<file path="src/rtl/pdm_stereo_mic_emulator.sv">
// pdm_stereo_mic_emulator
//   Turns a stream of stereo 16-bit PCM pairs into one shared PDM data line
//   plus its bit clock. The left bit is driven while mic_clk is high and the
//   right bit while mic_clk is low. Each channel runs its own first-order
//   sigma-delta modulator. A short per-channel delay line lets a virtual
//   source be placed at any beamforming angle.
//
// Ports
//   s_clk        system clock (single domain)
//   rst          synchronous reset, active-high
//   enable       runs the mic_clk divider and the modulators
//   pcm_valid    a PCM pair is offered
//   pcm_ready    the one-entry input buffer is empty
//   l_pcm/r_pcm  signed PCM samples
//   l_delay      left channel bit delay (0 = newest bit)
//   r_delay      right channel bit delay (0 = newest bit)
//   mic_clk      PDM bit clock
//   mic_data     multiplexed PDM data
//   frame_start  one-cycle pulse when a new frame starts
//   underrun     sticky; a frame started with no fresh sample buffered
module pdm_stereo_mic_emulator #(
  parameter int CLK_DIV   = 8,
  parameter int OSR       = 64,
  parameter int MAX_DELAY = 16,
  parameter int PCM_W     = 16
) (
  input  logic                         s_clk,
  input  logic                         rst,
  input  logic                         enable,
  input  logic                         pcm_valid,
  output logic                         pcm_ready,
  input  logic signed [PCM_W-1:0]      l_pcm,
  input  logic signed [PCM_W-1:0]      r_pcm,
  input  logic [$clog2(MAX_DELAY)-1:0] l_delay,
  input  logic [$clog2(MAX_DELAY)-1:0] r_delay,
  output logic                         mic_clk,
  output logic                         mic_data,
  output logic                         frame_start,
  output logic                         underrun
);

  localparam int DIV_W = (CLK_DIV > 1) ? $clog2(CLK_DIV) : 1;
  localparam int BIT_W = (OSR > 1) ? $clog2(OSR) : 1;
  // Two guard bits: the integrator is bounded by +/-2^PCM_W.
  localparam int IW    = PCM_W + 2;
  localparam logic signed [IW-1:0] FB_MAG =
    {{(IW-PCM_W){1'b0}}, 1'b1, {(PCM_W-1){1'b0}}};

  logic [DIV_W-1:0]          div_cnt;
  logic [BIT_W-1:0]          bit_cnt;
  logic signed [PCM_W-1:0]   buf_l, buf_r, act_l, act_r;
  logic signed [IW-1:0]      il, ir;
  logic                      ql, qr;
  logic [MAX_DELAY-1:0]      sr_l, sr_r;

  logic                      tick, left_ev, right_ev, boundary, load;
  logic signed [PCM_W-1:0]   x_l;
  logic signed [IW-1:0]      fb_l, fb_r, il_next, ir_next;
  logic                      ql_next, qr_next;
  logic [MAX_DELAY-1:0]      sr_l_next, sr_r_next;

  // Event decode and modulator next-state arithmetic.
  always_comb begin
    tick     = (div_cnt == DIV_W'(CLK_DIV - 1));
    left_ev  = enable && tick && !mic_clk;
    right_ev = enable && tick && mic_clk;
    boundary = left_ev && (bit_cnt == '0);
    // pcm_ready low means the buffer holds a pair waiting to be loaded.
    load     = boundary && !pcm_ready;
    // The left modulator sees the freshly loaded sample in the load cycle.
    x_l       = load ? buf_l : act_l;
    fb_l      = ql ? FB_MAG : -FB_MAG;
    fb_r      = qr ? FB_MAG : -FB_MAG;
    il_next   = il + {{2{x_l[PCM_W-1]}}, x_l} - fb_l;
    ir_next   = ir + {{2{act_r[PCM_W-1]}}, act_r} - fb_r;
    ql_next   = ~il_next[IW-1];
    qr_next   = ~ir_next[IW-1];
    sr_l_next = {sr_l[MAX_DELAY-2:0], ql_next};
    sr_r_next = {sr_r[MAX_DELAY-2:0], qr_next};
  end

  // Divider, modulators, delay lines, input buffer and status outputs.
  always_ff @(posedge s_clk) begin
    if (rst) begin
      div_cnt     <= '0;
      bit_cnt     <= '0;
      mic_clk     <= 1'b0;
      mic_data    <= 1'b0;
      frame_start <= 1'b0;
      underrun    <= 1'b0;
      pcm_ready   <= 1'b1;
      buf_l       <= '0;
      buf_r       <= '0;
      act_l       <= '0;
      act_r       <= '0;
      il          <= '0;
      ir          <= '0;
      ql          <= 1'b0;
      qr          <= 1'b0;
      sr_l        <= '0;
      sr_r        <= '0;
    end else begin
      frame_start <= 1'b0;

      if (enable) begin
        if (tick) begin
          div_cnt <= '0;
          mic_clk <= ~mic_clk;
        end else begin
          div_cnt <= div_cnt + DIV_W'(1);
        end
      end else begin
        div_cnt <= '0;
        mic_clk <= 1'b0;
      end

      if (left_ev) begin
        il       <= il_next;
        ql       <= ql_next;
        sr_l     <= sr_l_next;
        mic_data <= sr_l_next[l_delay];
        bit_cnt  <= (bit_cnt == BIT_W'(OSR - 1)) ? '0 : bit_cnt + BIT_W'(1);
        if (boundary) begin
          frame_start <= 1'b1;
          if (load) begin
            act_l <= buf_l;
            act_r <= buf_r;
          end else begin
            underrun <= 1'b1;
          end
        end
      end

      if (right_ev) begin
        ir       <= ir_next;
        qr       <= qr_next;
        sr_r     <= sr_r_next;
        mic_data <= sr_r_next[r_delay];
      end

      // A load and a transfer are mutually exclusive: load needs ready=0.
      if (load) begin
        pcm_ready <= 1'b1;
      end else if (pcm_valid && pcm_ready) begin
        buf_l     <= l_pcm;
        buf_r     <= r_pcm;
        pcm_ready <= 1'b0;
      end
    end
  end

endmodule

</file>
<file path="config.mk">
export PLATFORM = sky130hd
export DESIGN_NAME = pdm_stereo_mic_emulator
export DESIGN_NICKNAME = d
export VERILOG_FILES = /design/src/rtl/pdm_stereo_mic_emulator.sv
export SDC_FILE = /design/constraint.sdc
export NUM_CORES = 1
export LEC_CHECK = 0
export ABC_CLOCK_PERIOD_IN_PS = 5700
export CORE_AREA = 2 2 144 146
export DETAILED_ROUTE_END_ITERATION = 6
export DIE_AREA = 0 0 146 148
export GPL_ROUTABILITY_DRIVEN = 0
export GPL_TIMING_DRIVEN = 0
export PLACE_DENSITY = 0.55
export SYNTH_ARGS = -nofsm -noshare
export SYNTH_HDL_FRONTEND = slang
export SYNTH_SLANG_ARGS = --single-unit
</file>
<file path="constraint.sdc">
create_clock -name s_clk -period 5.7 [get_ports s_clk]
set_input_delay 1.71 -clock s_clk [delete_from_list [all_inputs] [get_ports s_clk]]
set_output_delay 1.71 -clock s_clk [all_outputs]
set_load 0.02 [all_outputs]
</file>
==> run_results.csv, run 1 <==
group,metric,value,unit
cts,postCtsHoldBufs,0,
worst_setup_path,cp-end-kind,"flop",
global_route,grt_max_degree,17,
power_and_ir_drop,seq_power_share,44.4,%
power_and_ir_drop,pwr-share-clk,51.3,%
cells_and_area,antenna_cells,0,
placed_design,numPortBuffers,47,
routing,drtIter0Drc,384,
routing,firstDrtPassIters,4,
cts,insertion_delay,0.43,ns
synthesis,ys_seq_elements,144,
synthesis,avgSynthCellArea,7.87,sq um
power_and_ir_drop,p_total,2.32,mW
synthesis,ys_types,49,
die,core.rowCount,52,
cts,ctsLongestPathBuffers,2,
cts,cts_num_sinks,144,
sta,max_slew_margin,46.2,%
global_route,grt-ovfl-total,0,
cells_and_area,layout-drive-gt1-share,4.61,%
synthesis,synth_flop_cell,"dfxtp_1",
die,core_area,20000,sq um
sta,report.final.setup_viol,0,
die,initial_core_util,38.5,%
worst_setup_path,reg2reg_depth,20,
placed_design,pre_cts_ws,-0.799,ns
cts,clk_pin_slew,0.06,ns
power_and_ir_drop,ir_drop,0.000208,V
power_and_ir_drop,powerDensity,253,nW/um^2
power_and_ir_drop,internal_power,1.80,mW
sta,hold_violations,0,
synthesis,synth_edf_count,0,
worst_setup_path,rr_endpoint,"il[10]$_SDFFE_PP0P_",
power_and_ir_drop,p_leak,3.58,nW
worst_setup_path,timing.rr.start,"div_cnt[0]$_SDFF_PP0_",
routing,via_per_inst,4.89,
worst_hold_path,min_path_type,"flop to flop",
worst_setup_path,worst-r2r-setup-slack,1.29,ns
flow_run,maxCapViolations,0,
outcome,status,"complete, no violations",
routing,drc,0,
die,die_area,21600,sq um
routing,num_vias,6520,
worst_setup_path,crit_path_start_kind,"input port",
cts,root_buffer,"clkbuf_16",
cts,htree_levels,4,
global_route,grt_antenna_before_repair,0,
cells_and_area,syn_to_final_growth,18.8,%
cells_and_area,final_nets,1164,
worst_setup_path,required,6.05,ns
sta,slew_violations,0,
synthesis,synthArstFlopShare,0,%
global_route,grt_pass1_wl,31400,um
synthesis,yosys_warnings,0,
worst_setup_path,path_class,"input port to flop",
sta,tightest_slew,0.807,ns
cts,numCtsBuffers,17,
routing,final_antenna_net_count,0,
worst_setup_path,cp_max_fo,9,
global_route,grt_usage,18.3,%
power_and_ir_drop,p_sw,0.520,mW
synthesis,seq_area_frac_synth,37.4,%
worst_setup_path,cp-endpoint,"il[10]$_SDFFE_PP0P_",
synthesis,syn_area,7720,sq um
worst_setup_path,arrival,5.81,ns
synthesis,syn_nets,1095,
sta,period_minus_slack,5.46,ns
synthesis,syn-instance-count,981,
sta,setup_slack,0.242,ns
cts,tritoncts,"built",
worst_setup_path,crit_start,"enable",
sta,finalCritPeriodShare,95.7,%
die,ios,49,
routing,drt-wirelength-per-cell,14.2,um
placed_design,dp_hpwl,14200,um
routing,wirelength,19000,um
die,die_x,146,um
die,fp.dieH,148,um
sta,rsz0062_at_grt,"no",
global_route,grt_pass1_vias,6273,
power_and_ir_drop,p_comb_share,4.2,%
sta,fmax,183,MHz
power_and_ir_drop,p_sw_share,22.4,%
sta,finClkSkew,0.00862,ns
[sequential cells by signal, summed over array words and instances (netlist names), 15 cells and up]
register and cells:
buf_l 16, sr_l 15, il 18, sr_r 15, act_l 16, buf_r 16, act_r 16, ir 18
[repair_timing]
item                       4_1_cts  5_1_grt
setup endpoints to repair       12        2
resized for setup                1        3
buffers inserted                 3        0
gates cloned                     0        0
pin swaps                        1        0
[cell usage in the layout, fill, tap and decap left out, types with 4 or more instances in the layout]
cell type and n:
xor2_1 4, mux2i_1 19, mux4_2 7, o21ai_0 26, dfxtp_1 144, a21oi_1 131, nor2b_1 7, or3_1 11
nand2_1 210, bufinv_16 4, nor3_1 21, clkbuf_16 17, ha_1 68, o21a_1 9, xnor2_1 23, and3_1 5
o21bai_1 4, nand3_1 11, nor2_1 39, and2_1 5, a211oi_1 8, nand3b_1 8, a21o_1 8, clkdlybuf4s50_1 47
o31ai_1 5, o211a_1 4, nand2b_1 8, clkbuf_1 42, inv_1 113, o41ai_1 4
[synthesized netlist by cell type (9+ instances only)]
| library cell | n | area, sq um |
|---|---|---|
| o21a_1 | 9 | 67.6 |
| nand3_1 | 11 | 55.1 |
| dfxtp_1 | 144 | 2880 |
| ha_1 | 68 | 851 |
| inv_1 | 113 | 424 |
| o21ai_0 | 27 | 135 |
| clkbuf_1 | 41 | 154 |
| nor3_1 | 21 | 105 |
| xnor2_1 | 23 | 201 |
| a21oi_1 | 131 | 656 |
| or3_1 | 11 | 68.8 |
| nor2_1 | 39 | 146 |
| nand2_1 | 210 | 788 |
| mux2i_1 | 19 | 190 |
[layout make-up]
cell class | count | area (sq um)
inverters | 113 | 424
clock buffers | 19 | 433
repair buffers | 50 | 493
fillers | 2097 | 10900
clock inverters | 13 | 184
well taps | 270 | 338
multi-input cells | 679 | 4240
flip-flops and latches | 144 | 2880
plain buffers | 45 | 174
[metrics by stage]
stage / TNS (ns) / utilization, % / hold WS [ns] / std cells / instance area [sq um]
detailed placement: -8.71 / 42.5 / 0.422 / 1298 / 8530
global placement: -9.13 / 42.5 / 0.428 / 1298 / 8530
global route: 0 / 45.8 / 0.458 / 1333 / 9170
finish: 0 / 45.8 / 0.434 / 1333 / 9170
CTS: 0 / 45.7 / 0.436 / 1333 / 9170
floorplan: 0 / - / 0.404 / 981 / 7720
[layer usage]
| metal | vias up | wire length (um) | GRT usage (%) |
|---|---|---|---|
| met5 | - | 0 | 0 |
| met4 | 0 | 263 | 5.73 |
| met3 | 20 | 756 | 3.80 |
| met2 | 95 | 8800 | 30.6 |
| met1 | 2983 | 9170 | 23.7 |
| li1 | 3422 | - | - |
[cells by family after synthesis]
kind of cell               share of synthesized area (%)
AOI/OAI and AO/OA                                   16.4
xor gates and xnor gates                            3.06
adders and majority gates                           11.5
buffers and inverters                               7.70
DFF                                                 37.4
muxes                                               4.80
and+or+nand+nor                                     19.1
[how the worst min path moves through the flow]
stage,end,slack [ns],startpoint,cells after the start
floorplan,div_cnt[0]$_SDFF_PP0_,0.40,div_cnt[0]$_SDFF_PP0_,1
global placement,div_cnt[0]$_SDFF_PP0_,0.43,div_cnt[0]$_SDFF_PP0_,1
detailed placement,div_cnt[0]$_SDFF_PP0_,0.42,div_cnt[0]$_SDFF_PP0_,1
CTS,div_cnt[0]$_SDFF_PP0_,0.44,div_cnt[0]$_SDFF_PP0_,1
global route,div_cnt[0]$_SDFF_PP0_,0.46,div_cnt[0]$_SDFF_PP0_,1
finish,div_cnt[0]$_SDFF_PP0_,0.43,div_cnt[0]$_SDFF_PP0_,1
[critical path: stages]
cell             delay, ns
clkdlybuf4s50_1       0.56
nand3b_1              0.28
or4_1                 0.58
or3_1                 0.32
clkbuf_1              0.22
nand2_1               0.15
nand2_1               0.07
ha_1                  0.21
inv_1                 0.06
ha_1                  0.16
nor2b_1               0.07
o21a_1                0.18
o21ai_0               0.28
a21oi_1               0.20
o21a_1                0.23
o21a_1                0.18
o21a_1                0.17
o31ai_1               0.17
[power groups by stage]
| stage | combinational (mW) | sequential, mW | clock, mW |
|---|---|---|---|
| 6_report | 0.0984 | 1.03 | 1.19 |
| 5_1_grt | 0.109 | 1.03 | 1.25 |
| 4_1_cts | 0.101 | 1.03 | 1.22 |
| 3_5_place_dp | 0.100 | 1.05 | 0 |
| 3_3_place_gp | 0.100 | 1.05 | 0 |
| 2_1_floorplan | 0.0427 | 1.05 | 0 |
No activity file was read; power rests on OpenSTA's default activity.
==> run 2, diff against run 1 <==
--- a/config.mk
+++ b/config.mk
@@ -6,9 +6,9 @@
 export NUM_CORES = 1
 export LEC_CHECK = 0
 export ABC_CLOCK_PERIOD_IN_PS = 5700
-export CORE_AREA = 2 2 144 146
+export CORE_AREA = 5 5 147 149
 export DETAILED_ROUTE_END_ITERATION = 6
-export DIE_AREA = 0 0 146 148
+export DIE_AREA = 0 0 152 154
 export GPL_ROUTABILITY_DRIVEN = 0
 export GPL_TIMING_DRIVEN = 0
 export PLACE_DENSITY = 0.55
==> run_results.csv, run 2 (synthesized netlist as in run 1, its figures left out) <==
group,metric,value,unit
sta,max_slew_margin,51.7,%
global_route,grt_antenna_before_repair,0,
die,die_x,152,um
cts,htree_levels,4,
cells_and_area,reg_top3,"il (18), ir (18)",
routing,final_antenna_net_count,0,
routing,drtIter0Drc,258,
worst_setup_path,crit_path_start_kind,"input port",
worst_setup_path,cp_max_fo,10,
routing,num_vias,6508,
sta,period_minus_slack,5.46,ns
global_route,grt_pass1_wl,31000,um
sta,slew_violations,0,
worst_setup_path,slowest_stage,"clkdlybuf4s50_1",
sta,finalCritPeriodShare,95.7,%
worst_setup_path,cp-end-kind,"flop",
cells_and_area,final_nets,1164,
worst_hold_path,min_path_type,"flop to flop",
cells_and_area,fillers,2095,
outcome,status,"complete, no violations",
cells_and_area,multi_input_area,4240,sq um
cells_and_area,final_common_cell,"nand2_1",
sta,finClkSkew,0.00909,ns
routing,wirelength,18800,um
routing,via_per_inst,4.88,
cells_and_area,stdcell_count,1333,
cts,insertion_delay,0.42,ns
power_and_ir_drop,ir_drop,0.000216,V
worst_setup_path,cp_slowest_stage_delay,0.57,ns
sta,tightest_slew,0.724,ns
flow_run,maxCapViolations,0,
sta,rsz0062_at_grt,"yes",
cells_and_area,layout-drive-gt1-share,4.99,%
sta,fmax,183,MHz
placed_design,dp_hpwl,14300,um
placed_design,numPortBuffers,47,
die,core_area,20000,sq um
cells_and_area,antenna_cells,0,
routing,drc,0,
worst_setup_path,path_class,"input port to flop",
global_route,grt_usage,16.2,%
die,initial_core_util,38.5,%
cells_and_area,syn_to_final_growth,19.4,%
cts,cts_num_sinks,144,
cts,tritoncts,"built",
die,die_area,23400,sq um
die,fp.dieH,154,um
cells_and_area,ff_latch_area,2880,sq um
routing,firstDrtPassIters,4,
worst_setup_path,worstPathCellList,"clkdlybuf4s50_1 > nand3b_1 > nor4_4 > buf_6 > mux2i_1 > ha_1 > inv_1 > ha_1 > a211oi_1 > o21bai_1 > a211oi_1 > o21ai_0 > a21oi_1 > xnor2_1 > a31oi_1 > o41ai_1",
cells_and_area,final_cell_mix,"nand2_1, dfxtp_1, a21oi_1",
worst_setup_path,required,6.02,ns
routing,drt-wirelength-per-cell,14.1,um
placed_design,dp_cells,1298,
cells_and_area,final_core_utilization,46.0,%
sta,hold_violations,0,
die,ios,49,
die,core.rowCount,52,
power_and_ir_drop,powerDensity,256,nW/um^2
cts,postCtsHoldBufs,0,
cts,root_buffer,"clkbuf_16",
sta,report.final.setup_viol,0,
power_and_ir_drop,p_leak,3.60,nW
cts,numCtsBuffers,17,
cts,ctsLongestPathBuffers,2,
placed_design,pre_cts_ws,-0.791,ns
global_route,grt-ovfl-total,0,
worst_setup_path,arrival,5.78,ns
sta,setup_slack,0.244,ns
global_route,grt_max_degree,17,
cts,clk_pin_slew,0.06,ns
global_route,grt_pass1_vias,6252,
[run 2: metal layers]
layer  vias up  routed length [um]  GRT usage (%)
met5         -                   0              0
met4         0                 167           3.34
met3        15                 688           3.23
met2        80                8640           27.6
met1      3003                9270           21.4
li1       3410                   -              -
[run 2: critical path, delay by kind of cell]
kind	cells	cell delay (ns)
AOI/OAI and AO/OA	7	1.38
xor gates and xnor gates	1	0.22
and+or+nand+nor	2	0.74
adders and majority gates	2	0.56
muxes	1	0.28
buffers and inverters	3	0.87
[run 2: through the flow]
step	hold slack, ns	TNS [ns]	power [mW]	cell area [sq um]
4_1_cts	0.433	0	2.39	9190
3_3_place_gp	0.424	-8.84	1.15	8530
6_report	0.430	0	2.36	9210
3_5_place_dp	0.426	-8.67	1.15	8530
2_1_floorplan	0.404	0	1.09	7720
5_1_grt	0.446	-0.0931	2.44	9210
[run 2: layout make-up]
type	count	share of cell area, %
Inverter	113	4.60
Timing Repair Buffer	50	5.35
Clock buffer	19	4.92
Tap cell	270	3.67
Multi-Input combinational cell	679	46.1
Clock inverter	13	2.16
Buffer	45	1.94
Sequential cell	144	31.3
[run 2: path summary, 6_finish.rpt]
| path | cells after the start | slack (ns) | endpoint | start |
|---|---|---|---|---|
| setup / recovery | 16 | 0.24 | mic_data$_SDFFE_PP0P_ | enable |
| hold / removal | 1 | 0.43 | div_cnt[0]$_SDFF_PP0_ | div_cnt[0]$_SDFF_PP0_ |
| setup reg to reg | 18 | 1.32 | mic_data$_SDFFE_PP0P_ | div_cnt[0]$_SDFF_PP0_ |
| hold reg to reg | 1 | 0.43 | div_cnt[0]$_SDFF_PP0_ | div_cnt[0]$_SDFF_PP0_ |
[run 2: power breakdown]
| group | total (mW) | switching [mW] | leakage, nW | internal (mW) |
|---|---|---|---|---|
| logic | 0.0982 | 0.0552 | 2.12 | 0.0429 |
| registers | 1.03 | 0.00813 | 1.16 | 1.02 |
| clock network | 1.23 | 0.465 | 0.313 | 0.767 |
[run 2: repair_timing]
action | in CTS | in global routing
setup buffers | 2 | 1
endpoints found under the setup margin | 13 | 5
pin swaps | 1 | 1
resized for setup | 1 | 9
==> run 3, diff against run 2 <==
--- a/config.mk
+++ b/config.mk
@@ -5,7 +5,7 @@
 export SDC_FILE = /design/constraint.sdc
 export NUM_CORES = 1
 export LEC_CHECK = 0
-export ABC_CLOCK_PERIOD_IN_PS = 5700
+export ABC_CLOCK_PERIOD_IN_PS = 5750
 export CORE_AREA = 5 5 147 149
 export DETAILED_ROUTE_END_ITERATION = 6
 export DIE_AREA = 0 0 152 154
==> constraint.sdc (replaced) <==
create_clock -name s_clk -period 5.75 [get_ports s_clk]
set_input_delay 1.725 -clock s_clk [delete_from_list [all_inputs] [get_ports s_clk]]
set_output_delay 1.725 -clock s_clk [all_outputs]
set_load 0.02 [all_outputs]
==> run_results.csv, run 3 (synthesized netlist as in run 1, its figures left out) <==
group,metric,value,unit
cells_and_area,antenna_cells,0,
routing,via_per_inst,4.84,
cts,root_buffer,"clkbuf_16",
routing,drc,0,
routing,firstDrtPassIters,5,
flow_run,maxCapViolations,0,
placed_design,dp_cells,1298,
die,core_area,20000,sq um
cells_and_area,final_nets,1166,
power_and_ir_drop,powerDensity,253,nW/um^2
die,fp.dieH,154,um
die,ios,49,
cells_and_area,layout-drive-gt1-share,5.35,%
sta,hold_violations,0,
sta,report.final.setup_viol,0,
cells_and_area,reg_top3,"il (18), ir (18)",
die,die_area,23400,sq um
cells_and_area,syn_to_final_growth,19.6,%
worst_setup_path,path_class,"input port to flop",
worst_setup_path,crit_path_start_kind,"input port",
cells_and_area,stdcell_count,1335,
routing,final_antenna_net_count,0,
routing,drt-wirelength-per-cell,14.1,um
sta,finalCritPeriodShare,95.6,%
cts,ctsLongestPathBuffers,2,
worst_hold_path,min_from,"div_cnt[0]$_SDFF_PP0_",
cts,clk_pin_slew,0.06,ns
worst_setup_path,required,6.07,ns
worst_hold_path,min_path_type,"flop to flop",
sta,period_minus_slack,5.49,ns
placed_design,dpl_cell_area,8530,sq um
global_route,grt_antenna_before_repair,0,
routing,num_vias,6468,
sta,finClkSkew,0.0118,ns
global_route,grt_pass1_vias,6239,
sta,slew_violations,0,
worst_setup_path,arrival,5.81,ns
power_and_ir_drop,p_total,2.34,mW
sta,fmax,182,MHz
global_route,grt-ovfl-total,0,
global_route,grt_pass1_wl,31000,um
sta,whs,0.430,ns
sta,max_slew_margin,53.2,%
outcome,status,"complete, no violations",
power_and_ir_drop,ir_drop,0.000213,V
routing,drtIter0Drc,248,
cts,cts_num_sinks,144,
cells_and_area,postLayoutCellArea,9230,sq um
worst_setup_path,cp_max_fo,10,
cts,tritoncts,"built",
sta,tightest_slew,0.702,ns
global_route,grt_usage,16.2,%
die,core.rowCount,52,
worst_setup_path,timing.rr.start,"div_cnt[0]$_SDFF_PP0_",
cts,postCtsHoldBufs,0,
cells_and_area,final_common_cell,"nand2_1",
cts,insertion_delay,0.42,ns
cells_and_area,final_cell_mix,"nand2_1, dfxtp_1, a21oi_1",
power_and_ir_drop,p_leak,3.61,nW
worst_setup_path,cp-end-kind,"flop",
routing,wirelength,18800,um
cts,numCtsBuffers,17,
placed_design,numPortBuffers,47,
die,die_x,152,um
placed_design,dp_hpwl,14300,um
die,initial_core_util,38.5,%
global_route,grt_max_degree,17,
worst_setup_path,crit_start,"enable",
cts,htree_levels,4,
-- run 3: changes by cell type in the layout (fill, tap and decap cells not counted) --
cell / before / now
mux2i_1: 18 / 16
mux2i_2: 1 / 3
buf_6: 1 / 0
clkbuf_4: 0 / 1
o21ai_1: 3 / 2
buf_4: 3 / 5
o21ai_0: 25 / 26
-- run 3: report_power, final --
part           internal, mW  leakage (nW)  switching, mW
clock network         0.760         0.313          0.463
logic                0.0426          2.13         0.0543
registers              1.01          1.16        0.00826
-- run 3: repair_timing --
item	4_1_cts	5_1_grt
setup endpoints to repair	12	9
buffers inserted	0	5
pin swaps	1	2
resized for setup	1	8
-- run 3: area by class of cell --
cell class / count / area (sq um)
clock buffer: 19 / 453
fill: 2092 / 10800
inverter: 113 / 424
clock inverter: 13 / 199
multi-input combinational: 679 / 4250
buffer: 45 / 175
sequential: 144 / 2880
timing repair buffer: 52 / 508
tap: 270 / 338
-- run 3: metal layers --
| metal | up-vias | part of all wire [%] | track usage [%] |
|---|---|---|---|
| met2 | 63 | 47 | 27.6 |
| met5 | - | 0 | 0 |
| met4 | 0 | 0.63 | 3.34 |
| met3 | 10 | 3.3 | 3.23 |
| li1 | 3418 | - | - |
| met1 | 2977 | 50 | 21.4 |
-- run 3: path summary, 6_finish.rpt --
kind	end	slack, ns	depth (start not counted)
worst max-delay path	mic_data$_SDFFE_PP0P_	0.26	18
worst min-delay path	div_cnt[0]$_SDFF_PP0_	0.43	1
worst max register to register	mic_data$_SDFFE_PP0P_	1.36	20
worst min register to register	div_cnt[0]$_SDFF_PP0_	0.43	1
-- run 3: critical path: stages --
cell             delay, ns
clkdlybuf4s50_1       0.58
nand3b_1              0.10
buf_4                 0.17
nor4_4                0.24
buf_4                 0.19
clkbuf_4              0.28
mux2i_2               0.27
ha_1                  0.26
inv_1                 0.06
ha_1                  0.29
a211oi_1              0.29
o21bai_1              0.13
a211oi_1              0.29
o21ai_0               0.17
a21oi_1               0.17
xnor2_1               0.23
a31oi_1               0.13
o41ai_1               0.22
-- run 3: per-stage QoR --
step           setup TNS [ns]  setup slack (ns)  utilization, %
2_1_floorplan               0             0.659               -
3_3_place_gp            -8.28            -0.790            42.5
3_5_place_dp            -8.11            -0.756            42.5
4_1_cts                     0          0.000647            45.8
5_1_grt               -0.0324           -0.0324            46.1
6_report                    0             0.256            46.1
